<file path="src/rtl/sha_256_pkg.sv">
// Shared types and constants for the SHA-256 message padder.
package sha_256_pkg;

    localparam int BLOCK_W = 512;
    localparam int LEN_W   = 64;
    localparam logic [7:0] PAD_BYTE = 8'h80;

    // S_FILL collects bytes, S_PAD writes the 0x80 marker and length,
    // S_EMIT offers a block downstream, S_LEN_BLK offers the extra length-only block.
    typedef enum logic [1:0] {
        S_FILL    = 2'd0,
        S_PAD     = 2'd1,
        S_EMIT    = 2'd2,
        S_LEN_BLK = 2'd3
    } state_e;

endpackage

</file>
<file path="src/rtl/sha_256_padder.sv">
// SHA-256 message padder: packs a byte stream into 512-bit big-endian blocks,
// appends the 0x80 marker, zero fill and the 64-bit bit length.
//
// Handshakes: a beat moves when in_valid & in_ready & ena; a block moves when
// block_valid & block_ready & ena. block_data/block_last stay stable while
// block_valid is high and the block has not been taken. Input is stalled
// (in_ready=0) whenever a block is pending, so no byte is lost or repeated.
module sha_256_padder
    import sha_256_pkg::*;
(
    input  logic               clk,
    input  logic               rst,
    input  logic               ena,
    input  logic [7:0]         in_byte,
    input  logic               in_valid,
    input  logic               in_last,
    input  logic               in_empty,
    output logic               in_ready,
    output logic [BLOCK_W-1:0] block_data,
    output logic               block_valid,
    output logic               block_last,
    input  logic               block_ready,
    output state_e             dbg_state
);

    state_e             state_q, state_d;
    logic [5:0]         pos_q, pos_d;
    logic [LEN_W-1:0]   len_q, len_d;
    logic               extra_q, extra_d;   // length spills into a second block
    logic               last_q, last_d;     // block in the buffer ends the message
    logic               pend_q, pend_d;     // final byte filled a block; padding still owed
    logic [BLOCK_W-1:0] buf_q, buf_d;
    logic [8:0]         wr_lsb;
    logic               beat_fire;
    logic               blk_fire;

    assign dbg_state = state_q;

    // Next-state, datapath updates and handshake outputs.
    always_comb begin
        state_d     = state_q;
        pos_d       = pos_q;
        len_d       = len_q;
        extra_d     = extra_q;
        last_d      = last_q;
        pend_d      = pend_q;
        buf_d       = buf_q;
        in_ready    = 1'b0;
        block_valid = 1'b0;
        block_last  = 1'b0;
        block_data  = buf_q;
        beat_fire   = 1'b0;
        blk_fire    = 1'b0;
        wr_lsb      = 9'd504 - {pos_q, 3'b000};

        case (state_q)
            S_FILL: begin
                in_ready  = ena & ~rst;
                beat_fire = in_valid & in_ready;
                if (beat_fire) begin
                    if (!(in_last && in_empty)) begin
                        buf_d[wr_lsb +: 8] = in_byte;
                        pos_d = pos_q + 6'd1;
                        len_d = len_q + 64'd8;
                    end
                    if (in_last) begin
                        if (!in_empty && pos_q == 6'd63) begin
                            // Block is full: ship it first, pad in a fresh block.
                            state_d = S_EMIT;
                            last_d  = 1'b0;
                            pend_d  = 1'b1;
                        end else begin
                            state_d = S_PAD;
                        end
                    end else if (pos_q == 6'd63) begin
                        state_d = S_EMIT;
                        last_d  = 1'b0;
                    end
                end
            end

            S_PAD: begin
                if (ena) begin
                    for (int i = 0; i < 64; i++) begin
                        if (i == int'(pos_q)) begin
                            buf_d[BLOCK_W-8-8*i +: 8] = PAD_BYTE;
                        end else if (i > int'(pos_q)) begin
                            buf_d[BLOCK_W-8-8*i +: 8] = 8'h00;
                        end
                    end
                    if (pos_q <= 6'd55) begin
                        buf_d[LEN_W-1:0] = len_q;
                        last_d = 1'b1;
                    end else begin
                        extra_d = 1'b1;
                        last_d  = 1'b0;
                    end
                    state_d = S_EMIT;
                end
            end

            S_EMIT: begin
                block_valid = ~rst;
                block_last  = last_q & ~rst;
                blk_fire    = block_valid & block_ready & ena;
                if (blk_fire) begin
                    pos_d = 6'd0;
                    if (extra_q) begin
                        state_d = S_LEN_BLK;
                    end else if (last_q) begin
                        state_d = S_FILL;
                        len_d   = '0;
                        buf_d   = '0;
                        last_d  = 1'b0;
                    end else if (pend_q) begin
                        state_d = S_PAD;
                        pend_d  = 1'b0;
                    end else begin
                        state_d = S_FILL;
                    end
                end
            end

            S_LEN_BLK: begin
                block_valid = ~rst;
                block_last  = ~rst;
                block_data  = {{(BLOCK_W-LEN_W){1'b0}}, len_q};
                blk_fire    = block_valid & block_ready & ena;
                if (blk_fire) begin
                    state_d = S_FILL;
                    pos_d   = 6'd0;
                    len_d   = '0;
                    extra_d = 1'b0;
                    last_d  = 1'b0;
                    pend_d  = 1'b0;
                    buf_d   = '0;
                end
            end

            default: begin
                state_d = S_FILL;
            end
        endcase
    end

    // State and datapath registers; reset discards any partial message.
    always_ff @(posedge clk) begin
        if (rst) begin
            state_q <= S_FILL;
            pos_q   <= 6'd0;
            len_q   <= '0;
            extra_q <= 1'b0;
            last_q  <= 1'b0;
            pend_q  <= 1'b0;
            buf_q   <= '0;
        end else begin
            state_q <= state_d;
            pos_q   <= pos_d;
            len_q   <= len_d;
            extra_q <= extra_d;
            last_q  <= last_d;
            pend_q  <= pend_d;
            buf_q   <= buf_d;
        end
    end

endmodule

</file>
<file path="config.mk">
export PLATFORM = sky130hd
export DESIGN_NAME = sha_256_padder
export DESIGN_NICKNAME = d
export VERILOG_FILES = /design/src/rtl/sha_256_pkg.sv /design/src/rtl/sha_256_padder.sv
export SDC_FILE = /design/constraint.sdc
export NUM_CORES = 2
export LEC_CHECK = 0
export ABC_AREA = 1
export CAP_MARGIN = 20
export CORE_MARGIN = 1.5
export CORE_UTILIZATION = 44
export CTS_CLUSTER_DIAMETER = 50
export DETAILED_ROUTE_END_ITERATION = 10
export GPL_ROUTABILITY_DRIVEN = 0
export GPL_TIMING_DRIVEN = 1
export PLACE_DENSITY = 0.68
export SLEW_MARGIN = 20
export SYNTH_ARGS = -nofsm -noshare
export SYNTH_HDL_FRONTEND = slang
export SYNTH_SLANG_ARGS = --single-unit
</file>
<file path="constraint.sdc">
create_clock -name clk -period 3.1 [get_ports clk]
set_input_delay 0.62 -clock clk [delete_from_list [all_inputs] [get_ports clk]]
set_output_delay 0.62 -clock clk [all_outputs]
set_load 0.05 [all_outputs]
</file>
==> qor.csv <==
metric;value;unit
Die Wd;270.2;µm
FMAX;321.1;MHz
Routed wire per std cell;20.91;µm
clock buffer depth;3;
M1 wire length;53.69;mm
Max Slew Vio Count;0;
Syn Inst Count;5315;
CP Cell Sequence;nand2_2, buf_4, o21ai_0, buf_12;
syn_area_per_cell;5.909;µm²
CP max FO;34;
Post-Syn Area;0.03141;mm²
Met3 Wirelength;15.71;mm
Yosys top cell area share;0.3722;
max_cap viols;0;
final count of hold timing violations;0;
Required @ worst endpoint;2.48;ns
share of cells above drive strength 1;0.1511;
clk_lat worst skew;0.62;ns
wire length of the first global-routing pass;210.3;mm
grt total ovfl;0;
fill count;7033;
pin count of the biggest net entering global routing;230;
Critical Path Max Stage Delay;0.63;ns
Critical Path Sink Type;output pin;
Synth top cells by count;nand2_1, nor2_1, inv_1;
Tightest Hold Check Type;reg2reg;
main flop type after synthesis;dfxtp_1;
Area growth, synth to finish;30.08;%
Worst-path clk slew;0.06;ns
highest metal used;met5;
fin nets;5912;
Synth Net Count;5336;
DIE HEIGHT;270.2;µm
Critical Path AT;2.49;ns
register area share after synthesis;0.3722;
HPWL reported at the end of detailed placement;106.4;mm
final WL;144.1;mm
Unique masters post-synth;39;
Final period util;1.004;
post-CTS setup buffers;0;
vias;37730;
antenna violations before repair;6;
clock root buffer master;clkbuf_16;
Met2 Wirelength;62.91;mm
Lkg Pwr;17.72;nW
top cell family by delay on the critical path;compound AO/OA/AOI/OAI gates;
slowest CP cell;o21ai_0;
pwr/cell area;569.6;mW/mm²
Rows;97;
Antenna Nets Post-Route;0;
Detailed Routing Iterations Pass 1;8;
Syn. warnings;0;
worst path bufs/invs;2;
Final min period;3.114;ns
Starting Density;0.4462;
Fin Hold WS;0.4604;ns
crit path launch type;flop;
worst vdd ir;0.3761;mV
Synth area leader;dfxtp_1;
Core Region;0.07039;mm²
total I/O pin count;532;
ys async rst share;0;
Post-synth EDFFs;0;
vias in the first global route;34330;
clock sinks;584;
vias per std cell;5.475;
H-Tree Depth;3;
Crit Path Class;reg2out;
PnR worst setup slack;-0.01392;ns
slew at the pin closest to its max-slew limit;1.489;ns
CTS tree;done;
Worst Clk Skew;0.02278;ns
status;complete, but fails checks;
endpoints failing setup;2;
failing checks;setup timing;
Total Power;23.27;mW
total track usage;0.3762;
#FFs+latches synth;584;
top post-synthesis cells by area;dfxtp_1, nand2_1, nor2_1, inv_1, a21oi_1;
# DRC;0;
# port buffers;531;
top-count cell post-synth;nand2_1;
Num CTS Buffers;73;
die area;0.07299;mm²
Max transition margin;0.007147;
DRT iter0 DRCs;5017;
==> cell families (layout without fill, tap and decap cells) <==
group | after synthesis | count (layout) | synth area share
other | 0 | 2 | 0
adder cells (fa/ha/maj) | 6 | 6 | 0.002390
XOR/XNOR | 4 | 4 | 0.001355
AO/OA/AOI/OAI | 776 | 776 | 0.1295
flip-flops | 584 | 584 | 0.3722
buffers and inverters | 1032 | 1666 | 0.1251
AND/OR/NAND/NOR | 2913 | 2913 | 0.3695
==> timing repair <==
item                                   4_1_cts  5_1_grt
cloned                                       0        2
endpoints found under the hold margin        0        0
setup endpoints to repair                   52      103
hold buffers                                 0        0
gates resized for setup                      3       17
==> power breakdown <==
part | internal (mW) | switching, mW
registers | 7.75 | 0.119
clock network | 5.22 | 3.59
logic | 1.78 | 4.81
==> worst paths after layout <==
check,from,endpoint,slack [ns],depth (start not counted)
max,dbg_state[1]$_SDFFE_PP0P_,block_data[55],-0.01,4
min,buf_q[214]$_SDFFE_PP0P_,buf_q[214]$_SDFFE_PP0P_,0.46,2
max reg2reg,pos_q[0]$_SDFFE_PP0P_,buf_q[26]$_SDFFE_PP0P_,0.05,10
min reg2reg,buf_q[214]$_SDFFE_PP0P_,buf_q[214]$_SDFFE_PP0P_,0.46,2
==> metal layers <==
metal,GRT usage,up-vias
met4,0.2662,8
met2,0.5840,2334
met1,0.4607,17210
met5,0.001974,-
met3,0.08499,574
li1,-,17600
==> flip-flops by register name, summed over array words and instances (netlist names) <==
register	cells
buf_q	512
dbg_state	2
pend_q	1
pos_q	6
extra_q	1
last_q	1
len_q	61
==> cell usage in the layout, fill, tap and decap left out, drive strengths merged, types with 55 or more instances in the layout <==
| cell type | netlist | layout |
|---|---|---|
| o22ai | 55 | 55 |
| nand4 | 75 | 75 |
| buf | 61 | 722 |
| clkbuf | 177 | 94 |
| dfxtp | 584 | 584 |
| nand2 | 1405 | 1405 |
| o21ai | 237 | 237 |
| inv | 790 | 797 |
| nor2 | 1114 | 1114 |
| nand3 | 254 | 254 |
| a21oi | 441 | 441 |
==> metrics by stage <==
step	utilization	instances	TNS [ns]	setup WS, ns	cell area, µm²
floorplan	-	5315	-0.4782	-0.1594	31410
global placement	0.5432	6754	-0.001050	-0.001050	38240
global route	0.5804	6891	-0.0009088	-0.0009088	40860
detailed placement	0.5433	6754	0	0.08110	38240
CTS	0.5788	6887	0	0.009090	40750
finish	0.5804	6891	-0.02212	-0.01392	40860
==> tightest hold or removal path, stage by stage, from the launching register on <==
cell and delay, ns:
dfxtp_1 0.31, nand2_1 0.06, a21oi_1 0.05
==> cell type report <==
type	count	area (µm²)	area share
Inverter	794	2993	0.07326
Multi-Input combinational cell	3699	15850	0.3879
Antenna cell	2	5.005	0.0001225
Timing Repair Buffer	739	6654	0.1629
Sequential cell	584	11690	0.2862
Clock buffer	92	2039	0.04992
Clock inverter	41	447.9	0.01096
Tap cell	940	1176	0.02879
Note: power is estimated with default switching activity, not from simulation.
